**src/rtl/btn_debounce.sv**
```systemverilog
`default_nettype none
// ============================================================================
//  Module      : btn_debounce
//  Description : Synchronises a raw push-button and debounces it. The output
//                is a clean level plus one-clock rise and fall pulses.
//  Revision    : 1.0
// ============================================================================
module btn_debounce #(
    parameter int DB_CYCLES   = 1_000_000,
    parameter int SYNC_STAGES = 2
) (
    input  logic clk,
    input  logic reset,
    input  logic btn_in,
    output logic db_level,
    output logic db_rise,
    output logic db_fall
);

    localparam int              CNT_W   = $clog2(DB_CYCLES);
    localparam logic [CNT_W-1:0] CNT_MAX = CNT_W'(DB_CYCLES - 1);
    localparam logic [CNT_W-1:0] CNT_ONE = CNT_W'(1);

    typedef enum logic [1:0] {
        ST_ZERO  = 2'd0,
        ST_WAIT1 = 2'd1,
        ST_ONE   = 2'd2,
        ST_WAIT0 = 2'd3
    } state_t;

    logic [SYNC_STAGES-1:0] sync_q;
    logic                   btn_s;

    state_t                 state_q, state_d;
    logic [CNT_W-1:0]       cnt_q, cnt_d;
    logic                   level_q, level_d;
    logic                   rise_q, rise_d;
    logic                   fall_q, fall_d;

    // Only the last synchroniser stage may be seen by the FSM.
    always_ff @(posedge clk or posedge reset) begin
        if (reset) begin
            sync_q <= '0;
        end else begin
            sync_q <= {sync_q[SYNC_STAGES-2:0], btn_in};
        end
    end

    assign btn_s = sync_q[SYNC_STAGES-1];

    always_comb begin
        state_d = state_q;
        cnt_d   = cnt_q;
        level_d = level_q;
        rise_d  = 1'b0;
        fall_d  = 1'b0;
        case (state_q)
            ST_ZERO: begin
                if (btn_s) begin
                    state_d = ST_WAIT1;
                    cnt_d   = '0;
                end
            end
            ST_WAIT1: begin
                if (!btn_s) begin
                    state_d = ST_ZERO;
                end else if (cnt_q == CNT_MAX) begin
                    state_d = ST_ONE;
                    level_d = 1'b1;
                    rise_d  = 1'b1;
                end else begin
                    cnt_d = cnt_q + CNT_ONE;
                end
            end
            ST_ONE: begin
                if (!btn_s) begin
                    state_d = ST_WAIT0;
                    cnt_d   = '0;
                end
            end
            ST_WAIT0: begin
                if (btn_s) begin
                    state_d = ST_ONE;
                end else if (cnt_q == CNT_MAX) begin
                    state_d = ST_ZERO;
                    level_d = 1'b0;
                    fall_d  = 1'b1;
                end else begin
                    cnt_d = cnt_q + CNT_ONE;
                end
            end
            default: begin
                state_d = ST_ZERO;
                cnt_d   = '0;
                level_d = 1'b0;
            end
        endcase
    end

    always_ff @(posedge clk or posedge reset) begin
        if (reset) begin
            state_q <= ST_ZERO;
            cnt_q   <= '0;
            level_q <= 1'b0;
            rise_q  <= 1'b0;
            fall_q  <= 1'b0;
        end else begin
            state_q <= state_d;
            cnt_q   <= cnt_d;
            level_q <= level_d;
            rise_q  <= rise_d;
            fall_q  <= fall_d;
        end
    end

    assign db_level = level_q;
    assign db_rise  = rise_q;
    assign db_fall  = fall_q;

endmodule
`default_nettype wire

```
**config.mk**
```make
export PLATFORM = sky130hd
export DESIGN_NAME = btn_debounce
export DESIGN_NICKNAME = d
export VERILOG_FILES = /design/src/rtl/btn_debounce.sv
export SDC_FILE = /design/constraint.sdc
export NUM_CORES = 1
export LEC_CHECK = 0
export ABC_AREA = 0
export BUFFER_PORTS_ARGS = -buffer_cell sky130_fd_sc_hd__clkbuf_2
export CAP_MARGIN = 40
export CORE_MARGIN = 2
export CORE_UTILIZATION = 54
export CTS_CLUSTER_DIAMETER = 120
export DETAILED_ROUTE_END_ITERATION = 10
export GPL_TIMING_DRIVEN = 0
export PLACE_DENSITY = 0.74
export SLEW_MARGIN = 0
export SYNTH_ARGS = -nofsm -noshare
export SYNTH_HDL_FRONTEND = slang
export SYNTH_SLANG_ARGS = --single-unit
```
**constraint.sdc**
```tcl
create_clock -name clk -period 1.65 [get_ports clk]
set_input_delay 0.2475 -clock clk [delete_from_list [all_inputs] [get_ports clk]]
set_output_delay 0.2475 -clock clk [all_outputs]
set_load 0.005 [all_outputs]
```
Yosys cells after proc, flatten, opt, wreduce, memory -nomap -nowiden:

Cells that the tools add are included.

* bits in registers: 27
* input bits: 3
* output and inout bits: 3
* logic and storage cells: 47

* add/sub/neg operators: 1
* equality and inequality tests: 12
* mux-type cells: 23
* reduce and logical (&&, ||, !) cells: 5

Operator list (count)
* 2-to-1 mux 20 bit: 5
* case mux 20 bit (4 select lines): 1
* adder 20 x 1 -> 20 bit (second input constant): 1
* equality test 20 bit (second input constant): 1
* 2-to-1 mux 2 bit: 6
* != test 2 bit (second input constant): 6
* 2-to-1 mux 1 bit: 9
* case mux 2 bit (4 select lines): 1
* AND reduction 4 bit: 2
* != test 3 bit (second input constant): 2
* AND reduction 5 bit: 1
* equality test 2 bit (second input constant): 2
* equality test 2 x 1 -> 1 bit (second input constant): 1
* logical NOT 2 bit: 1
* case mux 1 bit (2 select lines): 1
* nonzero test 2 bit: 1

Depth between registers and ports, before layout:

* depth in word-level cells: 4
* mapped depth: 6
* depth with buffers taken out: 6

Worst setup path after synthesis:

No wires, ideal clock.

* kind: flip-flop to flip-flop
* start point: register cnt_q[0]
* end point: register cnt_q[16]
* setup time: 0.126 ns
* arrival: 1.602 ns
* path slack: -0.078 ns
* cell stages (with the launch flop): 7
* period minus slack after synthesis: 1.728 ns
* cell sequence: dfrtp_1 > ha_1 > and4_1 > nand2_1 > o21ai_2 > buf_6 > a221o_1

* cells in the longest elaborated chain, start to end: 4
* elaborated cells between the ends (all ways): 6
* classes of those cells: add/sub: 1; eq/ne: 1; mux: 4

RTL lines
* start, declared: RTL line 35 `logic [CNT_W-1:0] cnt_q, cnt_d;`
* start signal, assigned: RTL line 109 `cnt_q <= cnt_d;`
* adder 20 x 1 -> 20 bit / equality test 20 bit (equally long branches)
* 2-to-1 mux 20 bit (*): RTL line 67, 84
* 2-to-1 mux 20 bit (on tied branches): RTL line 82, 65
* case mux 20 bit (4 select lines) (*): RTL line 57 `case (state_q)`

Mark *: on every way between the ends. The rest lies on a longest branch, timed or not. The select of a mux whose other input is x is not followed.
A chain may end at the register's enable or synchronous reset.

Worst setup path in the final report:

* start point: register cnt_q[12]
* end point: register cnt_q[3]

* cells in the longest elaborated chain, start to end: 4
* elaborated cells between the ends (all ways): 5
* classes of those cells: eq/ne: 1; mux: 4

RTL lines (RTL line)
* equality test 20 bit (*): 67, 84
* 2-to-1 mux 20 bit (*)
* 2-to-1 mux 20 bit (on tied branches)
* case mux 20 bit (4 select lines) (*)

Marked as above.

==> run summary <==
buffers and inverters on the worst path: 1
layout-stage area growth over the synthesis result: 24.6%
worst clock skew on the final layout: 0.00555 ns
remaining global-route overflow: 0
maximum number of pins on one net before global-route repair: 16
number of pins exceeding their max-slew limit in the final report: 0
net count after synthesis: 161
Non-Filler Cell Area, Final: 1980 um^2
number of buffers added by the clock tree synthesis step: 3
clock root cell: sky130_fd_sc_hd__clkbuf_4
share of flip-flops with an asynchronous set or reset: 100%
wire length of the first global-routing pass: 6.53 mm
violations in the final reports: negative setup slack
worst-case hold slack: 0.0217 ns
multiplexer share of the synthesized area: 3.86%
flip-flop and latch count after synthesis: 27
CTS HTree Levels: 1
slack of the critical path: -0.0519 ns
post-detailed-placement cell area: 1670 um^2
clock slew seen by the registers of the worst setup and hold paths: 0.14 ns
upper clock frequency limit: 0.588 GHz
Combinational Power Share: 16.1%
worst-case clock buffer depth: 2
most instantiated flip-flop cell in the synthesis netlist: sky130_fd_sc_hd__dfrtp_1
mean routed wirelength per cell: 20.0 um
post-layout utilization of the core: 71.3%
count of buffers inserted at the top-level ports: 5
pin slew with the least headroom to its limit: 0.600 ns
crit path max-delay cell type: sky130_fd_sc_hd__dfrtp_2
number of rows in the core area: 19
Total Die Area: 3390 um^2
arrival time at the worst endpoint: 1.93 ns
share of the clock period used by the worst path: 103%
starting utilization of the core area: 57.2%
Yosys warning count: 0
diodes inserted: 0
number of enable flip-flop cells after synthesis: 0
reported leakage power: 0.882 nW
worst slack after detailed placement: -0.168 ns
Switching Fraction: 27.3%
number of stages on the worst hold path: 1
die width: 58.3 um
origin of the worst min-delay path: btn_in
total track usage: 25.4%
number of maximum-capacitance violations: 0
mean number of vias per cell: 6.88
Setup Viol. Count Final: 3
clock tree from TritonCTS: done
final cell count without fillers: 213
maximum net fanout on the critical path: 5
top-level I/O count: 6
design internal power: 0.853 mW
setup slack of the worst register-to-register path: -0.05 ns
Slew headroom: 59.9%
HPWL reported at the end of detailed placement: 2.62 mm
Num Clock Sinks: 27
proportion of synthesized chip area in sequential cells: 42.5%
type of the worst setup path: reg2reg
filler cell count: 184
worst-case vdd ir drop: 0.760 mV
leading cell type by number of instances after synthesis: sky130_fd_sc_hd__dfrtp_1
relative contribution of sequential cells to total power: 59.3%
logic depth of the worst register-to-register path: 5
fraction of post-synthesis cell area in the top cell type by area: 42.5%
Hold EP: sync_q[0]$_DFF_PP0_
share of power burned in the clock network: 24.6%
sw power: 0.320 mW
Setup crit start kind: register
complex-gate fraction of the synthesized area: 20.8%
status: finished with violations
CP Cell Sequence: nor4_4 > nand4_4 > o21ai_4 > inv_2 > a32o_1
standard cell core area: 2780 um^2
library cell with the largest summed area after synthesis: sky130_fd_sc_hd__dfrtp_1
number of global-route vias before repair: 1320
critical path endpoint category: register
number of endpoints with negative hold slack in the final report: 0
final net count: 187
synthesized area per cell: 10.1 um^2
initial DRC count: 115
number of library cell types mapped by synthesis: 50
netlist area before placement: 1590 um^2
post-synthesis adder-cell area fraction: 0.787%
Clk Latency, worst-skew pair: 0.33 ns
cell types with the largest area share after synthesis: sky130_fd_sc_hd__dfrtp_1 42%, sky130_fd_sc_hd__nand2_1 4.2%, sky130_fd_sc_hd__mux2i_1 3.1%
worst endpoint required time: 1.88 ns
Final Routed Wirelength: 4.26 mm
Top Family by Delay on Critical Path: simple AND/OR/NAND/NOR gates
Die Y: 58.3 um
Hold Path Class: in2reg
Syn Inst Count: 157
share of cells above drive strength 1: 38.5%
power density over cell area: 592 nW/um^2
unrepaired setup endpoints after global routing: yes
main combinational cell family by area after synthesis: simple AND/OR/NAND/NOR gates
via count of the routed design: 1465
area share of xor/xnor cells in the synthesized design: 1.57%
# DRC: 0
leading cell types by count after synthesis: 27 x sky130_fd_sc_hd__dfrtp_1, 18 x sky130_fd_sc_hd__nand2_1, 7 x sky130_fd_sc_hd__a31oi_1, 7 x sky130_fd_sc_hd__nand3_1
Largest stage delay, worst path: 0.48 ns
Routed Antenna Nets: 0
area fraction in and, or, nand and nor cells after synthesis: 26.9%
r2r endpoint: cnt_q[3]$_DFFE_PP0P_
placed instance count: 194
initial antenna violation count: 0
Final GP Congestion: 0.842
beginning of the worst register-to-register path: cnt_q[12]$_DFFE_PP0P_
Final min period: 1.70 ns
Detailed Routing Iterations Pass 1: 4
[metal layers]
layer	share of wire [%]	vias to the layer above	track usage (%)
met5	0	-	0
met4	1.5	0	3.99
met3	7.3	6	5.80
met2	50	66	41.9
met1	41	739	34.6
li1	-	654	-
[metrics by stage]
step	power (mW)	TNS, ns
3_3_place_gp	0.827	-0.852
4_1_cts	1.15	-0.0302
2_1_floorplan	0.799	0
3_5_place_dp	0.841	-1.21
5_1_grt	1.22	-0.462
6_report	1.17	-0.0911
[sequential cells by signal (all words and copies together) (netlist names), named ones only]
name	cells
db_rise	1
db_level	1
state_q	1
cnt_q	20
db_fall	1
sync_q	2
[timing repair]
item	in CTS	in global routing
pin swaps	1	6
setup endpoints to repair	20	20
endpoints found under the hold margin	14	0
resized for setup	10	32
hold buffers	1	0
setup buffers	7	8
[cells by family (layout without fill, tap and decap cells)]
| logic type | after synthesis | after routing |
|---|---|---|
| DFF | 27 | 27 |
| and+or+nand+nor | 67 | 67 |
| buffers and inverters | 12 | 37 |
| xor gates and xnor gates | 2 | 2 |
| muxes | 6 | 6 |
| adders and majority gates | 1 | 1 |
| AOI/OAI and AO/OA | 42 | 42 |
[power groups by stage]
stage	Sequential, mW	Clock (mW)	Combinational [mW]
3_5_place_dp	0.707	0	0.134
5_1_grt	0.698	0.321	0.202
4_1_cts	0.693	0.295	0.159
2_1_floorplan	0.703	0	0.0959
6_report	0.695	0.288	0.189
3_3_place_gp	0.706	0	0.121
[worst max path at each step]
stage / startpoint / to / slack, ns / cells past startpoint
5_1_grt: cnt_q[10]$_DFFE_PP0P_ / cnt_q[3]$_DFFE_PP0P_ / -0.08 / 5
4_1_cts: cnt_q[6]$_DFFE_PP0P_ / cnt_q[11]$_DFFE_PP0P_ / -0.01 / 4
2_1_floorplan: cnt_q[0]$_DFFE_PP0P_ / cnt_q[16]$_DFFE_PP0P_ / 0.01 / 6
3_5_place_dp: sync_q[1]$_DFF_PP0_ / cnt_q[16]$_DFFE_PP0P_ / -0.17 / 5
3_3_place_gp: sync_q[1]$_DFF_PP0_ / cnt_q[16]$_DFFE_PP0P_ / -0.16 / 5
6_report: cnt_q[12]$_DFFE_PP0P_ / cnt_q[3]$_DFFE_PP0P_ / -0.05 / 5
[worst reg2reg max path: cells and delay by family, from the launching register on]
| kind | cells | cell delay [ns] |
|---|---|---|
| and+or+nand+nor | 2 | 0.57 |
| DFF | 1 | 0.48 |
| AOI/OAI and AO/OA | 2 | 0.46 |
| buffers and inverters | 1 | 0.09 |
[cells in the final DEF, fill, tap and decap left out, drive strengths merged, types with 5 or more instances in the layout]
master / netlist / routed
dfrtp: 27 / 27
nand2: 18 / 18
buf: 4 / 18
clkbuf: 3 / 13
a31oi: 7 / 7
nand3: 7 / 7
and3: 6 / 6
nor2: 6 / 6
o21ai: 6 / 6
mux2i: 5 / 5
o31ai: 5 / 5
and2: 5 / 5
[layout make-up]
cell class	count	area, um^2	area share [%]
inverter	5	18.8	0.947
sequential	27	687	34.7
tap	31	38.8	1.96
clock buffer	4	26.3	1.33
multi-input combinational	118	1000	50.6
buffer	6	38.8	1.96
timing repair buffer	22	170	8.59
(Power assumes the default switching activity.)
